**config.mk**
```make
export PLATFORM = sky130hd
export DESIGN_NAME = alu_result_stage
export DESIGN_NICKNAME = d
export VERILOG_FILES = /design/src/rtl/alu_result_stage.sv
export SDC_FILE = /design/constraint.sdc
export NUM_CORES = 1
export LEC_CHECK = 0
export CORE_ASPECT_RATIO = 1.2
export CORE_MARGIN = 2
export CORE_UTILIZATION = 50
export CTS_BUF_LIST = sky130_fd_sc_hd__clkbuf_2
export CTS_CLUSTER_SIZE = 25
export DETAILED_ROUTE_END_ITERATION = 8
export PLACE_DENSITY = 0.88
export SYNTH_ARGS = -nofsm -noshare
export SYNTH_HDL_FRONTEND = slang
export SYNTH_SLANG_ARGS = --single-unit
```
**constraint.sdc**
```tcl
create_clock -name clk -period 5.5 [get_ports clk]
set_input_delay 0.825 -clock clk [delete_from_list [all_inputs] [get_ports clk]]
set_output_delay 0.825 -clock clk [all_outputs]
set_load 0.01 [all_outputs]
```
**src/rtl/alu_result_stage.sv**
```systemverilog
// ALU result stage: 2-entry skid buffer with sticky overflow and retired-result counter.
// Optional flag check (ALU_FLAG_CHECK_EN) adds flag_err and recomputes out_zero at capture.
module alu_result_stage #(
    parameter int WIDTH = 32,
    parameter int CNT_W = 16
) (
    input  logic             clk,
    input  logic             rst,
    input  logic             in_valid,
    output logic             in_ready,
    input  logic [WIDTH-1:0] in_result,
    input  logic             in_zero,
    input  logic             in_cout,
    input  logic             in_over,
    output logic             out_valid,
    input  logic             out_ready,
    output logic [WIDTH-1:0] out_result,
    output logic             out_zero,
    output logic             out_cout,
    output logic             out_over,
    output logic             over_sticky,
    input  logic             clr_sticky,
`ifdef ALU_FLAG_CHECK_EN
    output logic             flag_err,
`endif
    output logic [CNT_W-1:0] xfer_cnt
);

    typedef enum logic [1:0] {
        EMPTY = 2'd0,
        ONE   = 2'd1,
        TWO   = 2'd2
    } state_t;

    typedef struct packed {
        logic [WIDTH-1:0] result;
        logic             zero;
        logic             cout;
        logic             over;
    } ent_t;

    localparam logic [CNT_W-1:0] CNT_ONE = {{(CNT_W-1){1'b0}}, 1'b1};

    state_t           state_q, state_d;
    ent_t             head_q, head_d;
    ent_t             skid_q, skid_d;
    logic             sticky_q, sticky_d;
    logic [CNT_W-1:0] cnt_q, cnt_d;
    ent_t             in_ent;
    logic             in_fire;
    logic             out_fire;

`ifdef ALU_FLAG_CHECK_EN
    logic ferr_q, ferr_d;
    logic zero_calc;

    assign zero_calc = (in_result == '0);
    assign flag_err  = ferr_q;
`endif

    // Handshake outputs depend only on the state register.
    assign in_ready  = (state_q != TWO);
    assign out_valid = (state_q != EMPTY);
    assign in_fire   = in_valid & in_ready;
    assign out_fire  = out_valid & out_ready;

    assign out_result  = head_q.result;
    assign out_zero    = head_q.zero;
    assign out_cout    = head_q.cout;
    assign out_over    = head_q.over;
    assign over_sticky = sticky_q;
    assign xfer_cnt    = cnt_q;

    always_comb begin
        in_ent.result = in_result;
`ifdef ALU_FLAG_CHECK_EN
        in_ent.zero   = zero_calc;
`else
        in_ent.zero   = in_zero;
`endif
        in_ent.cout   = in_cout;
        in_ent.over   = in_over;
    end

    always_comb begin
        state_d = state_q;
        head_d  = head_q;
        skid_d  = skid_q;
        unique case (state_q)
            EMPTY: begin
                if (in_fire) begin
                    head_d  = in_ent;
                    state_d = ONE;
                end
            end
            ONE: begin
                if (in_fire && out_fire) begin
                    head_d = in_ent;
                end else if (in_fire) begin
                    skid_d  = in_ent;
                    state_d = TWO;
                end else if (out_fire) begin
                    state_d = EMPTY;
                end
            end
            TWO: begin
                if (out_fire) begin
                    head_d  = skid_q;
                    state_d = ONE;
                end
            end
            default: begin
                state_d = EMPTY;
            end
        endcase
    end

    // Set has priority over a same-cycle clear.
    always_comb begin
        sticky_d = (sticky_q & ~clr_sticky) | (in_fire & in_over);
        cnt_d    = out_fire ? (cnt_q + CNT_ONE) : cnt_q;
    end

`ifdef ALU_FLAG_CHECK_EN
    always_comb begin
        ferr_d = (ferr_q & ~clr_sticky) | (in_fire & (in_zero != zero_calc));
    end

    always_ff @(posedge clk or posedge rst) begin
        if (rst) begin
            ferr_q <= 1'b0;
        end else begin
            ferr_q <= ferr_d;
        end
    end
`else
    logic unused_zero;
    assign unused_zero = 1'b0;
`endif

    always_ff @(posedge clk or posedge rst) begin
        if (rst) begin
            state_q  <= EMPTY;
            head_q   <= '0;
            skid_q   <= '0;
            sticky_q <= 1'b0;
            cnt_q    <= '0;
        end else begin
            state_q  <= state_d;
            head_q   <= head_d;
            skid_q   <= skid_d;
            sticky_q <= sticky_d;
            cnt_q    <= cnt_d;
        end
    end

endmodule

```
After elaboration in Yosys (flattened, before gate mapping)
Index checks and enable logic that the tools add are counted.
- input port bits: 40
- word-level logic and storage cells: 44
- bits in registers: 89
- eq/ne operators: 8
- reductions and logical operators: 7
- add/subtract/negate cells: 1
- muxes and demuxes: 10
- bitwise gates (word level): 7
- operator list (kind ; count):
    2-to-1 mux 35 bit ; 3
    case mux 35 bit (3 select lines) ; 1
    adder 16 x 1 -> 16 bit (second input constant) ; 1
    2-to-1 mux 2 bit ; 5
    != test 2 bit (second input constant) ; 5
    AND reduction 4 bit ; 2
    case mux 2 bit (3 select lines) ; 1
    bitwise AND 1 bit ; 4
    != test 3 bit (second input constant) ; 1
    AND reduction 3 bit ; 1
    nonzero test 3 bit ; 1
    == test 2 x 1 -> 1 bit (second input constant) ; 1
    == test 2 bit (second input constant) ; 1
    zero test 2 bit ; 1
    inverter 1 bit ; 2
    nonzero test 2 bit ; 1
    logical AND 1 bit ; 1
    OR 1 bit ; 1

Depth between registers and ports, before layout
Gate-level depths: netlist of run 1.
- depth after elaboration: 6
- depth in mapped cells: 5
- mapped depth without buffers: 5

Worst setup path before layout of run 1
Ideal clock, no wire load.
- path type: input-to-reg
- start: in out_ready
- end: reg skid_q[10] in the netlist's numbering
- setup time: 0.127 ns
- stages on the path: 4
- slack: 3.657 ns
- data arrival time: 1.716 ns
- buffers on the path: 1
- cell sequence: nand2b_1 -> nor2_4 -> buf_6 -> mux2_1
- cells in the longest elaborated chain, start to end: 4
- ends and longest elaborated chain (item ; line ; source):
    from (decl) ; 16 ; input logic out_ready,
    bitwise AND 1 bit ; 65 ; assign out_fire = out_valid & out_ready;
    logical AND 1 bit ; 97 ; if (in_fire && out_fire) begin
    inverter 1 bit (no source line) ; n/a ;
    AND reduction 3 bit (no source line) ; n/a ;
    to (signal assigned) ; 151 ; skid_q <= skid_d;
    to (decl) ; 46 ; ent_t skid_q, skid_d;
Every way passes these cells.
A chain may end at the register's enable or synchronous reset.

Final worst setup path of run 1
- start: reg state_q[1]
- end: out out_valid
- cells in the longest elaborated chain, start to end: 1
- ends and longest elaborated chain (item ; line ; source):
    from (decl) ; 44 ; state_t state_q, state_d;
    from (signal assigned) ; 149 ; state_q <= state_d;
    nonzero test 2 bit ; 63 ; assign out_valid = (state_q != EMPTY);
    to (decl) ; 15 ; output logic out_valid,
Every way passes these cells.

==> flow_summary.json, run 1 <==
{
  "status": "finished, final reports clean",
  "clock_skew_ps": 27.1,
  "worstPathBufferInverterCount": 1,
  "ios": 94,
  "worst-endpoint-required_ps": 4680,
  "clk_latency_ps": 530,
  "via_per_inst": 5.24,
  "dieWidth_um": 83.5,
  "crit_type": "reg2out",
  "grt_pass1_vias": 2696,
  "slew_viol_final": 0,
  "crit_path_start_kind": "flip-flop",
  "async_flop_share_pct": 100,
  "setup_viol": 0,
  "slew_headroom_pct": 34.7,
  "postCtsHoldBufs": 0,
  "cp_max_fo": 7,
  "synth_seq_cells": 89,
  "first_pass_iters": 4,
  "postRouteAntennaNets": 0,
  "cp_cell_sequence": "or2_2 > clkdlybuf4s50_1",
  "synth_top_cell_area_share_pct": 58.8,
  "ir_drop_mv": 0.226,
  "final_common_cell": "clkdlybuf4s50_1",
  "layout.nets": 440,
  "tightest_slew_ps": 977,
  "yosysSeqAreaShare_pct": 58.8,
  "grt_setup_unrepaired": "no",
  "cp_top_family": "flip-flops",
  "die_area_mm2": 0.00829,
  "leakagePower_nw": 2.23,
  "antenna-diode-count": 0,
  "row_count": 34,
  "rrSetupSlack_ps": 3410,
  "hold_violations": 0,
  "area_growth_syn_to_layout_pct": 28.9,
  "root_buffer": "clkbuf_2",
  "gp_congestion": 0.810,
  "grt_max_degree": 53,
  "clk_pin_slew_ps": 200,
  "cts_resized": 0,
  "synth_edf_count": 0,
  "slowest_delay_ps": 500,
  "clkSinkCount": 89,
  "start_util_pct": 51.8,
  "core_area_mm2": 0.00732,
  "maxCapViolCount": 0,
  "power_mw": 1.95,
  "cts_tree": "done",
  "post-route-period-util_pct": 48.5,
  "antenna_found_initial": 0,
  "grtUsageTotal_pct": 18.9,
  "wl_per_cell_um": 15.1,
  "drive_above_1_share_pct": 6.95,
  "syn_area_per_cell_um2": 12.4,
  "cts_max_path_buffers": 2,
  "drc_errors": 0,
  "critPathSlowestCell": "dfrtp_1",
  "yosysTopAreaCell": "dfrtp_1",
  "r2r_cells": 3,
  "end_kind": "output pin",
  "route.met3.wl_um": 366,
  "ys.flop_type": "dfrtp_1",
  "htree_levels": 3,
  "layout_common_cells": "clkdlybuf4s50_1 (93), dfrtp_1 (89), nor2_1 (38), a21oi_1 (36), mux2i_1 (35)",
  "yosysWarningCount": 0,
  "wl_met1_um": 3290,
  "highest_layer": "met4",
  "initialDrtViolationCount": 93,
  "vias": 2584,
  "hold_path_class": "reg2reg",
  "whs_path_depth": 1,
  "fmax_mhz": 375,
  "cp_num_cells": 2,
  "die_h_um": 99.4,
  "place_hpwl_um": 5200,
  "synth_nets": 347,
  "yosysUniqueCellTypes": 32,
  "grt_pass1_wl_um": 12600,
  "wl_met2_um": 3710,
  "syn_area_mm2": 0.00379,
  "syn_inst": 306,
  "cts_setup_buffers": 0,
  "routed_wl_um": 7470,
  "synth_area_leaders": "dfrtp_1 (59%), mux2i_1 (9.2%), mux2_1 (8.9%)",
  "cp.arrival_ps": 1840,
  "grt_overflow": 0,
  "io_buffer_count": 93,
  "finalSetupTns_ps": 0,
  "min_period_ps": 2660,
  "numCtsBuffers": 9,
  "power.density_mw_per_mm2": 400
}
==> layout make-up <==
cell class              count  area [um^2]
inverters                   3         12.5
clock inverters             5         71.3
clock buffers              10         50.0
well taps                  90          113
multi-input cells         200         1460
repair buffers             96          953
flip-flops and latches     89         2230
fillers                   555         2430
==> registers in the layout (all words and copies together) (netlist names) <==
signal       flops
out_zero         1
out_cout         1
skid_q          35
over_sticky      1
out_result      32
state_q          2
xfer_cnt        16
out_over         1
==> worst reg2reg max path: cells and delay by family, from the launching register on <==
family	cells	cell delay [ps]
multiplexers	1	420
flip-flops	1	500
AND/OR/NAND/NOR	2	1080
==> cell usage after synthesis, types with 2 or more instances <==
library cell  instances
a21oi_1              36
buf_2                 8
buf_6                 5
dfrtp_1              89
inv_1                 3
mux2_1               30
mux2_2                5
mux2i_1              35
nand2_1               9
nand2b_1              3
nand3_1               6
nand4_1               4
nor2_1               38
nor3_1                2
o21ai_2               2
o22ai_1               2
xnor2_1              13
xor2_1                2
==> report_power, final <==
group | internal, mW | total [mW] | switching, mW
sequential | 0.863 | 0.996 | 0.133
combinational | 0.350 | 0.605 | 0.255
clock | 0.146 | 0.350 | 0.204
total | 1.36 | 1.95 | 0.592
==> cells by family (layout without fill, tap and decap cells) <==
kind of cell             Yosys count  in the layout  share of synthesized area (%)
AND/OR/NAND/NOR                   72             72                           8.85
buffers and inverters             17            114                           3.04
AO/OA/AOI/OAI                     42             42                           5.88
XOR/XNOR                          15             15                           3.47
flip-flops                        89             89                           58.8
adder cells (fa/ha/maj)            1              1                          0.330
multiplexers                      70             70                           19.6
==> final timing paths <==
check	startpoint	endpoint
setup / recovery	state_q[1]$_DFFE_PP0P_	out_valid
hold / removal	xfer_cnt[15]$_DFFE_PP0P_	xfer_cnt[15]$_DFFE_PP0P_
setup reg to reg	state_q[1]$_DFFE_PP0P_	skid_q[33]$_DFFE_PP0P_
hold reg to reg	xfer_cnt[15]$_DFFE_PP0P_	xfer_cnt[15]$_DFFE_PP0P_
max in group asynchronous	rst	xfer_cnt[2]$_DFFE_PP0P_
min in group asynchronous	rst	out_result[5]$_DFFE_PP0P_
==> stage by stage <==
step | hold slack, ps | util (%) | cell area, um^2 | worst slack (ps) | std cells
5_1_grt | 524 | 66.7 | 4880 | 2760 | 493
3_5_place_dp | 474 | 65.1 | 4760 | 2470 | 478
6_report | 494 | 66.7 | 4880 | 2840 | 493
3_3_place_gp | 462 | 65.1 | 4760 | 2550 | 478
2_1_floorplan | 457 | - | 3790 | 2370 | 306
4_1_cts | 507 | 66.7 | 4880 | 2800 | 493
==> per-layer routing <==
| metal | GRT usage (%) | up-vias |
|---|---|---|
| met3 | 4.23 | 9 |
| met4 | 7.07 | 0 |
| met1 | 23.9 | 1261 |
| met5 | 0 | - |
| met2 | 32.1 | 72 |
| li1 | - | 1242 |
No activity file was read; power rests on OpenSTA's default activity.
==> inputs of run 2 (changes only) <==
Settings changed: CORE_UTILIZATION 50 to 46, PLACE_DENSITY 0.88 to 0.85.
Clock period 5.5 ns to 2.31 ns, I/O delays scaled along.
==> flow_summary.json, run 2 (synthesis gave the netlist of run 1 again) <==
{
  "status": "finished, final reports clean",
  "htree_levels": 3,
  "fillCellCount": 637,
  "antenna-diode-count": 0,
  "die_area_mm2": 0.00898,
  "grtUsageTotal_pct": 18.0,
  "core_area_mm2": 0.00806,
  "min_period_ps": 2180,
  "root_buffer": "clkbuf_2",
  "drive_above_1_share_pct": 9.05,
  "place_hpwl_um": 5410,
  "antenna_found_initial": 0,
  "grt_pass1_wl_um": 12500,
  "vias": 2652,
  "leakagePower_nw": 2.28,
  "postRouteAntennaNets": 0,
  "grt_overflow": 0,
  "io_buffer_count": 93,
  "grt_max_degree": 53,
  "via_per_inst": 5.26,
  "cp.arrival_ps": 1840,
  "maxCapViolCount": 0,
  "slowest_delay_ps": 500,
  "wl_per_cell_um": 15.2,
  "critPathSlowestCell": "dfrtp_2",
  "worstReg2RegEnd": "out_result[29]$_DFFE_PP0P_",
  "ir_drop_mv": 0.412,
  "grt_setup_unrepaired": "no",
  "worstPathBufferInverterCount": 1,
  "cp_max_fo": 7,
  "power.density_mw_per_mm2": 959,
  "ios": 94,
  "cts_tree": "done",
  "grt_pass1_vias": 2662,
  "cts_setup_buffers": 0,
  "first_pass_iters": 4,
  "crit_path_start_kind": "flip-flop",
  "top_register": "skid_q",
  "numCtsBuffers": 9,
  "finalSetupTns_ps": 0,
  "end_kind": "output pin",
  "finalInstanceArea_mm2": 0.00502,
  "r2r-start": "state_q[0]$_DFFE_PP0P_",
  "gp_congestion": 0.799,
  "clock_skew_ps": 16.2,
  "initialDrtViolationCount": 94,
  "clkSinkCount": 89,
  "dieWidth_um": 86.8,
  "crit_type": "reg2out",
  "area_growth_syn_to_layout_pct": 32.4,
  "layout.nets": 445,
  "fmax_mhz": 458,
  "worst-endpoint-required_ps": 1960,
  "die_h_um": 103,
  "placed_area_mm2": 0.00486,
  "start_util_pct": 47.0,
  "final_common_cell": "clkdlybuf4s50_1",
  "rrSetupSlack_ps": 610,
  "clk_pin_slew_ps": 230,
  "slew_headroom_pct": 57.5,
  "cp_cell_sequence": "or2_2 > clkdlybuf4s50_1",
  "drc_errors": 0,
  "stdcell_count": 504,
  "cts_max_path_buffers": 2,
  "routed_wl_um": 7670,
  "hold_path_class": "in2async",
  "post-place-ws_ps": 370,
  "dp_cells": 488,
  "tightest_slew_ps": 638,
  "largest_reg_flops": 35,
  "cp_top_family": "flip-flops",
  "fin_util_pct": 62.2,
  "row_count": 36,
  "slew_viol_final": 0,
  "fin_ws_ps": 125,
  "layout_common_cells": "clkdlybuf4s50_1 (93), dfrtp_1 (88), nor2_1 (38), a21oi_1 (36), mux2i_1 (35)",
  "hold_violations": 0,
  "clk_latency_ps": 520,
  "post-route-period-util_pct": 94.6,
  "r2r_cells": 4,
  "setup_viol": 0,
  "final-seq-area_mm2": 0.00223,
  "multi_input_area_mm2": 0.00146
}
[run 2: cell types whose count changed in the layout (fill, tap and decap cells not counted), sizes merged]
cell / previous run / this run
bufinv: 2 / 3
clkinv: 4 / 2
buf: 3 / 8
clkinvlp: 0 / 2
[run 2: worst max path at each step]
stage	depth (start not counted)	startpoint	slack, ps	to
detailed placement	5	in_valid	370	skid_q[2]$_DFFE_PP0P_
global route	2	state_q[1]$_DFFE_PP0P_	10	out_valid
CTS	2	state_q[1]$_DFFE_PP0P_	40	out_valid
floorplan	4	state_q[1]$_DFFE_PP0P_	850	skid_q[10]$_DFFE_PP0P_
global placement	5	in_valid	410	skid_q[34]$_DFFE_PP0P_
finish	2	state_q[1]$_DFFE_PP0P_	130	out_valid
[run 2: layout make-up]
type | instances | area share, %
tap | 95 | 2.37
sequential | 89 | 44.4
clock buffer | 10 | 0.998
clock inverter | 6 | 2.12
multi-input combinational | 200 | 29.0
timing repair buffer | 101 | 20.8
inverter | 3 | 0.299
[run 2: what timing repair did]
action | in CTS | in global routing
gates resized for setup | 0 | 1
endpoints found under the setup margin | 0 | 1
hold buffers | 0 | 0
[run 2: report_power, final]
part	switching, mW	internal (mW)
logic	0.611	0.860
registers	0.318	2.05
clock network	0.503	0.465
[run 2: through the flow]
| stage | power, mW | hold slack (ps) |
|---|---|---|
| floorplan | 3.11 | 436 |
| global placement | 3.81 | 458 |
| detailed placement | 3.90 | 475 |
| CTS | 4.88 | 143 |
| global route | 5.12 | 167 |
| finish | 4.81 | 176 |
[run 2: metal layers]
metal | global-route usage (%) | routed length (um) | vias to the layer above
li1 | - | - | 1255
met1 | 22.2 | 3270 | 1311
met2 | 29.6 | 3900 | 73
met3 | 4.29 | 355 | 13
met4 | 9.01 | 149 | 0
met5 | 0 | 0 | -
